**config.mk**
```make
export PLATFORM = sky130hd
export DESIGN_NAME = pipe_ctrl_flat
export DESIGN_NICKNAME = d
export VERILOG_FILES = /design/src/rtl/pipe_ctrl_if.sv /design/src/rtl/pipe_ctrl.sv /design/src/flat_wrapper.sv
export SDC_FILE = /design/constraint.sdc
export NUM_CORES = 1
export LEC_CHECK = 0
export CAP_MARGIN = 20
export CORE_ASPECT_RATIO = 1.2
export CORE_UTILIZATION = 48
export CTS_CLUSTER_DIAMETER = 120
export DETAILED_ROUTE_END_ITERATION = 10
export PLACE_DENSITY = 0.78
export SLEW_MARGIN = 30
export SYNTH_ARGS = -nofsm -noshare
export SYNTH_HDL_FRONTEND = slang
export SYNTH_SLANG_ARGS = --single-unit
```
**constraint.sdc**
```tcl
create_clock -name clk -period 4.6 [get_ports clk]
set_input_delay 0.46 -clock clk [delete_from_list [all_inputs] [get_ports clk]]
set_output_delay 0.46 -clock clk [all_outputs]
set_load 0.1 [all_outputs]
```
**src/rtl/pipe_ctrl_if.sv**
```systemverilog
// Request/response bundle between the pipeline stages and the central pipeline controller.
// master = stage side (raises requests), slave = controller side.
interface pipe_ctrl_if #(
   parameter int CNT_W = 32
);
   logic             stallreq_if_i;
   logic             stallreq_id_i;
   logic             stallreq_ex_i;
   logic             stallreq_mem_i;
   logic             flush_req_i;
   logic [31:0]      flush_pc_i;
   logic [5:0]       stall_o;
   logic             flush_o;
   logic [31:0]      new_pc_o;
   logic             timeout_o;
   logic [CNT_W-1:0] perf_stall_cnt_o;
   logic [1:0]       dbg_state_o;

   modport master (
      output stallreq_if_i, stallreq_id_i, stallreq_ex_i, stallreq_mem_i,
      output flush_req_i, flush_pc_i,
      input  stall_o, flush_o, new_pc_o, timeout_o, perf_stall_cnt_o, dbg_state_o
   );

   modport slave (
      input  stallreq_if_i, stallreq_id_i, stallreq_ex_i, stallreq_mem_i,
      input  flush_req_i, flush_pc_i,
      output stall_o, flush_o, new_pc_o, timeout_o, perf_stall_cnt_o, dbg_state_o
   );
endinterface

```
**src/rtl/pipe_ctrl.sv**
```systemverilog
// Pipeline controller: merges stage stall requests into a hold vector, sequences
// exception/redirect flushes, and tracks stall run-length (watchdog) and total stall cycles.
module pipe_ctrl #(
   parameter int TIMEOUT = 1024,
   parameter int CNT_W   = 32
) (
   input  logic         clk,
   input  logic         rst,
   pipe_ctrl_if.slave   bus
);
   localparam int RW = $clog2(TIMEOUT + 1);

   typedef enum logic [1:0] {
      ST_RUN        = 2'd0,
      ST_FLUSH_WAIT = 2'd1,
      ST_FLUSH      = 2'd2
   } state_t;

   state_t           r_state;
   logic [31:0]      r_pc;
   logic [31:0]      r_new_pc;
   logic             r_flush;
   logic             r_timeout;
   logic [RW-1:0]    r_run;
   logic [CNT_W-1:0] r_perf;

   logic [5:0]       w_tab;
   logic [5:0]       w_stall;
   logic             w_stalled;
   logic             w_hit;

   // Highest requesting stage wins; it and everything upstream hold, WB never does.
   always_comb begin
      w_tab = 6'b000000;
      if (bus.stallreq_mem_i)      w_tab = 6'b011111;
      else if (bus.stallreq_ex_i)  w_tab = 6'b001111;
      else if (bus.stallreq_id_i)  w_tab = 6'b000111;
      else if (bus.stallreq_if_i)  w_tab = 6'b000011;
   end

   assign w_stall   = (rst || r_flush) ? 6'b000000 : w_tab;
   assign w_stalled = |w_stall;
   // Flag rises during the stalled cycle that brings the run length to TIMEOUT.
   assign w_hit     = w_stalled && (r_run >= RW'(TIMEOUT - 1));

   always_ff @(posedge clk) begin
      if (rst) begin
         r_state   <= ST_RUN;
         r_pc      <= 32'd0;
         r_new_pc  <= 32'd0;
         r_flush   <= 1'b0;
         r_timeout <= 1'b0;
         r_run     <= '0;
         r_perf    <= '0;
      end else begin
         r_perf  <= r_perf + CNT_W'(w_stalled);
         r_flush <= 1'b0;
         if (!w_stalled)                  r_run <= '0;
         else if (r_run != RW'(TIMEOUT))  r_run <= r_run + RW'(1);
         if (w_hit) r_timeout <= 1'b1;

         case (r_state)
            ST_RUN: begin
               if (bus.flush_req_i) begin
                  r_pc <= bus.flush_pc_i;
                  if (bus.stallreq_mem_i) begin
                     r_state <= ST_FLUSH_WAIT;
                  end else begin
                     r_state  <= ST_FLUSH;
                     r_flush  <= 1'b1;
                     r_new_pc <= bus.flush_pc_i;
                  end
               end
            end
            ST_FLUSH_WAIT: begin
               // Later flush requests are dropped; the first redirect target is kept.
               if (!bus.stallreq_mem_i) begin
                  r_state  <= ST_FLUSH;
                  r_flush  <= 1'b1;
                  r_new_pc <= r_pc;
               end
            end
            ST_FLUSH: r_state <= ST_RUN;
            default:  r_state <= ST_RUN;
         endcase
      end
   end

   assign bus.stall_o          = w_stall;
   assign bus.flush_o          = r_flush;
   assign bus.new_pc_o         = r_new_pc;
   assign bus.timeout_o        = r_timeout | w_hit;
   assign bus.perf_stall_cnt_o = r_perf;
   assign bus.dbg_state_o      = r_state;
endmodule

```
**src/flat_wrapper.sv**
```systemverilog
// flat-port wrapper written by rule: the top's interface ports become plain ports
module pipe_ctrl_flat 
#(
   parameter int TIMEOUT = 1024,
   parameter int CNT_W   = 32
)
  (clk, rst, bus_stallreq_if_i, bus_stallreq_id_i, bus_stallreq_ex_i, bus_stallreq_mem_i, bus_flush_req_i, bus_flush_pc_i, bus_stall_o, bus_flush_o, bus_new_pc_o, bus_timeout_o, bus_perf_stall_cnt_o, bus_dbg_state_o);
  pipe_ctrl_if #(.CNT_W(CNT_W)) bus_i ();
  input  logic clk;
  input  logic rst;
  input wire logic [$bits(bus_i.stallreq_if_i)-1:0] bus_stallreq_if_i;
  input wire logic [$bits(bus_i.stallreq_id_i)-1:0] bus_stallreq_id_i;
  input wire logic [$bits(bus_i.stallreq_ex_i)-1:0] bus_stallreq_ex_i;
  input wire logic [$bits(bus_i.stallreq_mem_i)-1:0] bus_stallreq_mem_i;
  input wire logic [$bits(bus_i.flush_req_i)-1:0] bus_flush_req_i;
  input wire logic [$bits(bus_i.flush_pc_i)-1:0] bus_flush_pc_i;
  output wire logic [$bits(bus_i.stall_o)-1:0] bus_stall_o;
  output wire logic [$bits(bus_i.flush_o)-1:0] bus_flush_o;
  output wire logic [$bits(bus_i.new_pc_o)-1:0] bus_new_pc_o;
  output wire logic [$bits(bus_i.timeout_o)-1:0] bus_timeout_o;
  output wire logic [$bits(bus_i.perf_stall_cnt_o)-1:0] bus_perf_stall_cnt_o;
  output wire logic [$bits(bus_i.dbg_state_o)-1:0] bus_dbg_state_o;
  assign bus_i.stallreq_if_i = bus_stallreq_if_i;
  assign bus_i.stallreq_id_i = bus_stallreq_id_i;
  assign bus_i.stallreq_ex_i = bus_stallreq_ex_i;
  assign bus_i.stallreq_mem_i = bus_stallreq_mem_i;
  assign bus_i.flush_req_i = bus_flush_req_i;
  assign bus_i.flush_pc_i = bus_flush_pc_i;
  assign bus_stall_o = bus_i.stall_o;
  assign bus_flush_o = bus_i.flush_o;
  assign bus_new_pc_o = bus_i.new_pc_o;
  assign bus_timeout_o = bus_i.timeout_o;
  assign bus_perf_stall_cnt_o = bus_i.perf_stall_cnt_o;
  assign bus_dbg_state_o = bus_i.dbg_state_o;
  pipe_ctrl #(.TIMEOUT(TIMEOUT), .CNT_W(CNT_W)) u_core (.clk(clk), .rst(rst), .bus(bus_i));
endmodule
```
==> summary.md <==
| Metric | Value |
|---|---|
| DIE WIDTH | `92.6 um` |
| Post-route DRC | `0` |
| Tcrit/Tclk final | `75.6%` |
| Net total in the final layout | `677` |
| Setup Crit Path Kind | `in2out` |
| Longest Clk Path Bufs | `2` |
| Core area | `9560 sq um` |
| Clock sink total | `about 110` |
| Post-synthesis sequential area ratio | `47.0%` |
| TNS Setup | `0 ns` |
| Pre-Repair DR Iteration Count | `4` |
| Max FO, Critical Path | `10` |
| Avg WL per Cell | `roughly 14 um` |
| Total power draw | `around 2.3 mW` |
| Fmax | `287 MHz` |
| Skew final | `0.00797 ns` |
| Worst slew margin | `30.9%` |
| Die Y | `~110 um` |
| Area Overhead vs Synth | `31.6%` |
| DR vias/cell | `5.35` |
| Filler Cell Count | `approximately 800` |
| Worst path arrival time | `a little over 3 ns` |
| Post-DP HPWL | `7150 um` |
| Syn_area_per_cell | `8.67 sq um` |
| CTS root buf | `clkbuf_16` |
| Commonest non-fill, non-tap cell in the layout | `dfxtp_1` |
| Largest net degree at the start of global routing | `65` |
| Mapped cell area | `4720 sq um` |
| Post-synth top area share | `47.0%` |
| Post-CTS Repair Setup Buffers | `0` |
| Final setup fails | `0` |
| Total gr overflow | `0` |
| Least-Margin Pin Slew | `1.03 ns` |
| DRT Wirelength | `10400 um` |
| Final Hold Vio Count | `0` |
| Vias in the first global route | `about 3900` |
| Routability cong. | `0.795` |
| Reg2Reg Capture Point | `u_core.bus.perf_stall_cnt_o[28]` |
| Port bufs | `111` |
| Critical path startpoint | `bus_stallreq_mem_i` |
| Asr flop ratio synth | `0%` |
| Cell taking the most area after synthesis | `dfxtp_1` |
| Clock Latency Late Sink | `0.35 ns` |
| Initial antenna violation count | `0` |
| # IOs | `approximately 110` |
| Antenna cells | `0` |
| Min Tclk post-route | `roughly 3.5 ns` |
| Worst Setup EP | `bus_stall_o[0]` |
| Syn nets | `~600` |
| Starting DRT DRC Count | `132` |
| YS warnings | `0` |
| Initial Util | `49.4%` |
| Gr usage total | `21.1%` |
| Synth Register Bits | `111` |
| Peak supply drop | `approximately 0.26 mV` |
| # rows | `39` |
| R2r setup slk | `1.67 ns` |
| CTS clk-pin slew, worst paths | `0.07 ns` |
| Layout cells sized above 1 | `5.32%` |
| Post-Syn Instances | `545` |
| Synth top area cells | `dfxtp_1 47%, mux2i_1 7.0%, nand2_1 6.6%` |
| Antenna Violating Nets Remaining | `0` |
| Leak Pwr | `around 2.3 nW` |
| CP Launch Type | `input pin` |
| H-tree depth | `3` |
| Yosys cell types | `42` |
| Critical Path RT | `~4.1 ns` |
| First-pass GRT wire length | `17400 um` |
| Ys flop type | `dfxtp_1` |
| Total Die Area | `10200 sq um` |
| PostCTS Resize Cnt | `0` |
| Status | `complete, no violations` |
| Worst r2r src | `u_core.bus.flush_o` |
| Slew Limit Fails | `0` |
| Hold_buf cts | `0` |
| Max-Cap Viols | `0` |
| DR vias | `4077` |
| Cts bufs inserted | `9` |
| Hold Path Class | `reg2reg` |
| Setup crit end kind | `primary output` |
| EDFF count, synth | `0` |
| CTS tree | `yes` |
| Worst reg2reg path depth | `8` |
| Most frequent cells in the layout | `111 x dfxtp_1, 109 x clkdlybuf4s50_1, 82 x nand2_1` |
| Pwr dens | `374 nW/um^2` |
| RSZ-0062 raised after global routing | `false` |
## worst max-delay path, cell delays in order
cell,delay [ns]
clkdlybuf4s50_1,0.55
or4_1,0.61
nand2_1,0.30
inv_1,0.10
clkdlybuf4s50_1,0.99
## logic make-up after synthesis
| group | share of synthesized area [%] |
|---|---|
| buffers and inverters | 4.24 |
| adders and majority gates | 1.06 |
| AOI/OAI and AO/OA | 13.1 |
| other | 0.0794 |
| muxes | 8.66 |
| and+or+nand+nor | 22.5 |
| xor gates and xnor gates | 3.34 |
| DFF | 47.0 |
## worst min-delay path by stage
stage	startpoint	end	slack, ns	cells past startpoint
after floorplan	u_core.r_pc[0]	u_core.r_pc[0]	0.44	2
after CTS	u_core.r_pc[0]	u_core.r_pc[0]	0.46	2
after global placement	u_core.r_pc[3]	u_core.r_pc[3]	0.44	2
final	u_core.r_pc[14]	u_core.r_pc[14]	0.45	2
after global routing	u_core.r_pc[17]	u_core.r_pc[17]	0.48	2
after detailed placement	u_core.r_pc[0]	u_core.r_pc[0]	0.45	2
## flip-flops by register name, summed over array words and instances (netlist names)
signal	flops
u_core.r_pc	32
u_core.bus.new_pc_o	32
u_core.bus.perf_stall_cnt_o	32
u_core.r_run	11
u_core.bus.dbg_state_o	2
u_core.r_timeout	1
u_core.bus.flush_o	1
## Yosys cell counts, drive strengths merged, types with 11 or more instances
master and number:
clkbuf 23, inv 11, nor2 64, dfxtp 111, buf 13, nor4 11
xnor2 12, nand2 83, mux2i 33, nand3 13, a211oi 32, a21oi 48
## metrics by stage
stage,util (%),area [sq um],std cells,setup slack (ns),hold slack [ns]
3_5_place_dp,61.6,5890,746,0.999,0.446
3_3_place_gp,61.2,5850,745,1.06,0.441
4_1_cts,65.0,6220,762,1.13,0.456
2_1_floorplan,-,4720,545,0.613,0.436
6_report,65.0,6220,762,1.12,0.454
5_1_grt,65.0,6220,762,1.02,0.481
## layer usage
layer	vias to the layer above	share of wire, %	track usage [%]
met5	-	0	0
met4	0	1.8	8.96
met3	12	4.0	3.77
met2	85	48	36.3
met1	1907	46	25.6
li1	2073	-	-
## power by group
| part | total [mW] | internal (mW) | leakage (nW) | switching, mW |
|---|---|---|---|---|
| logic | 0.448 | 0.128 | 1.28 | 0.320 |
| registers | 1.03 | 1.01 | 0.907 | 0.0258 |
| clock network | 0.849 | 0.506 | 0.158 | 0.343 |
| total | 2.33 | 1.64 | 2.35 | 0.689 |
## area by class of cell
| cell class | instances | area (sq um) | area share (%) |
|---|---|---|---|
| repair buffers | 114 | 1150 | 18.5 |
| flip-flops and latches | 111 | 2220 | 35.7 |
| clock buffers | 11 | 253 | 4.06 |
| well taps | 123 | 154 | 2.47 |
| multi-input cells | 387 | 2320 | 37.3 |
| clock inverters | 5 | 80.1 | 1.29 |
| inverters | 11 | 41.3 | 0.664 |
No activity file was read; power rests on OpenSTA's default activity.
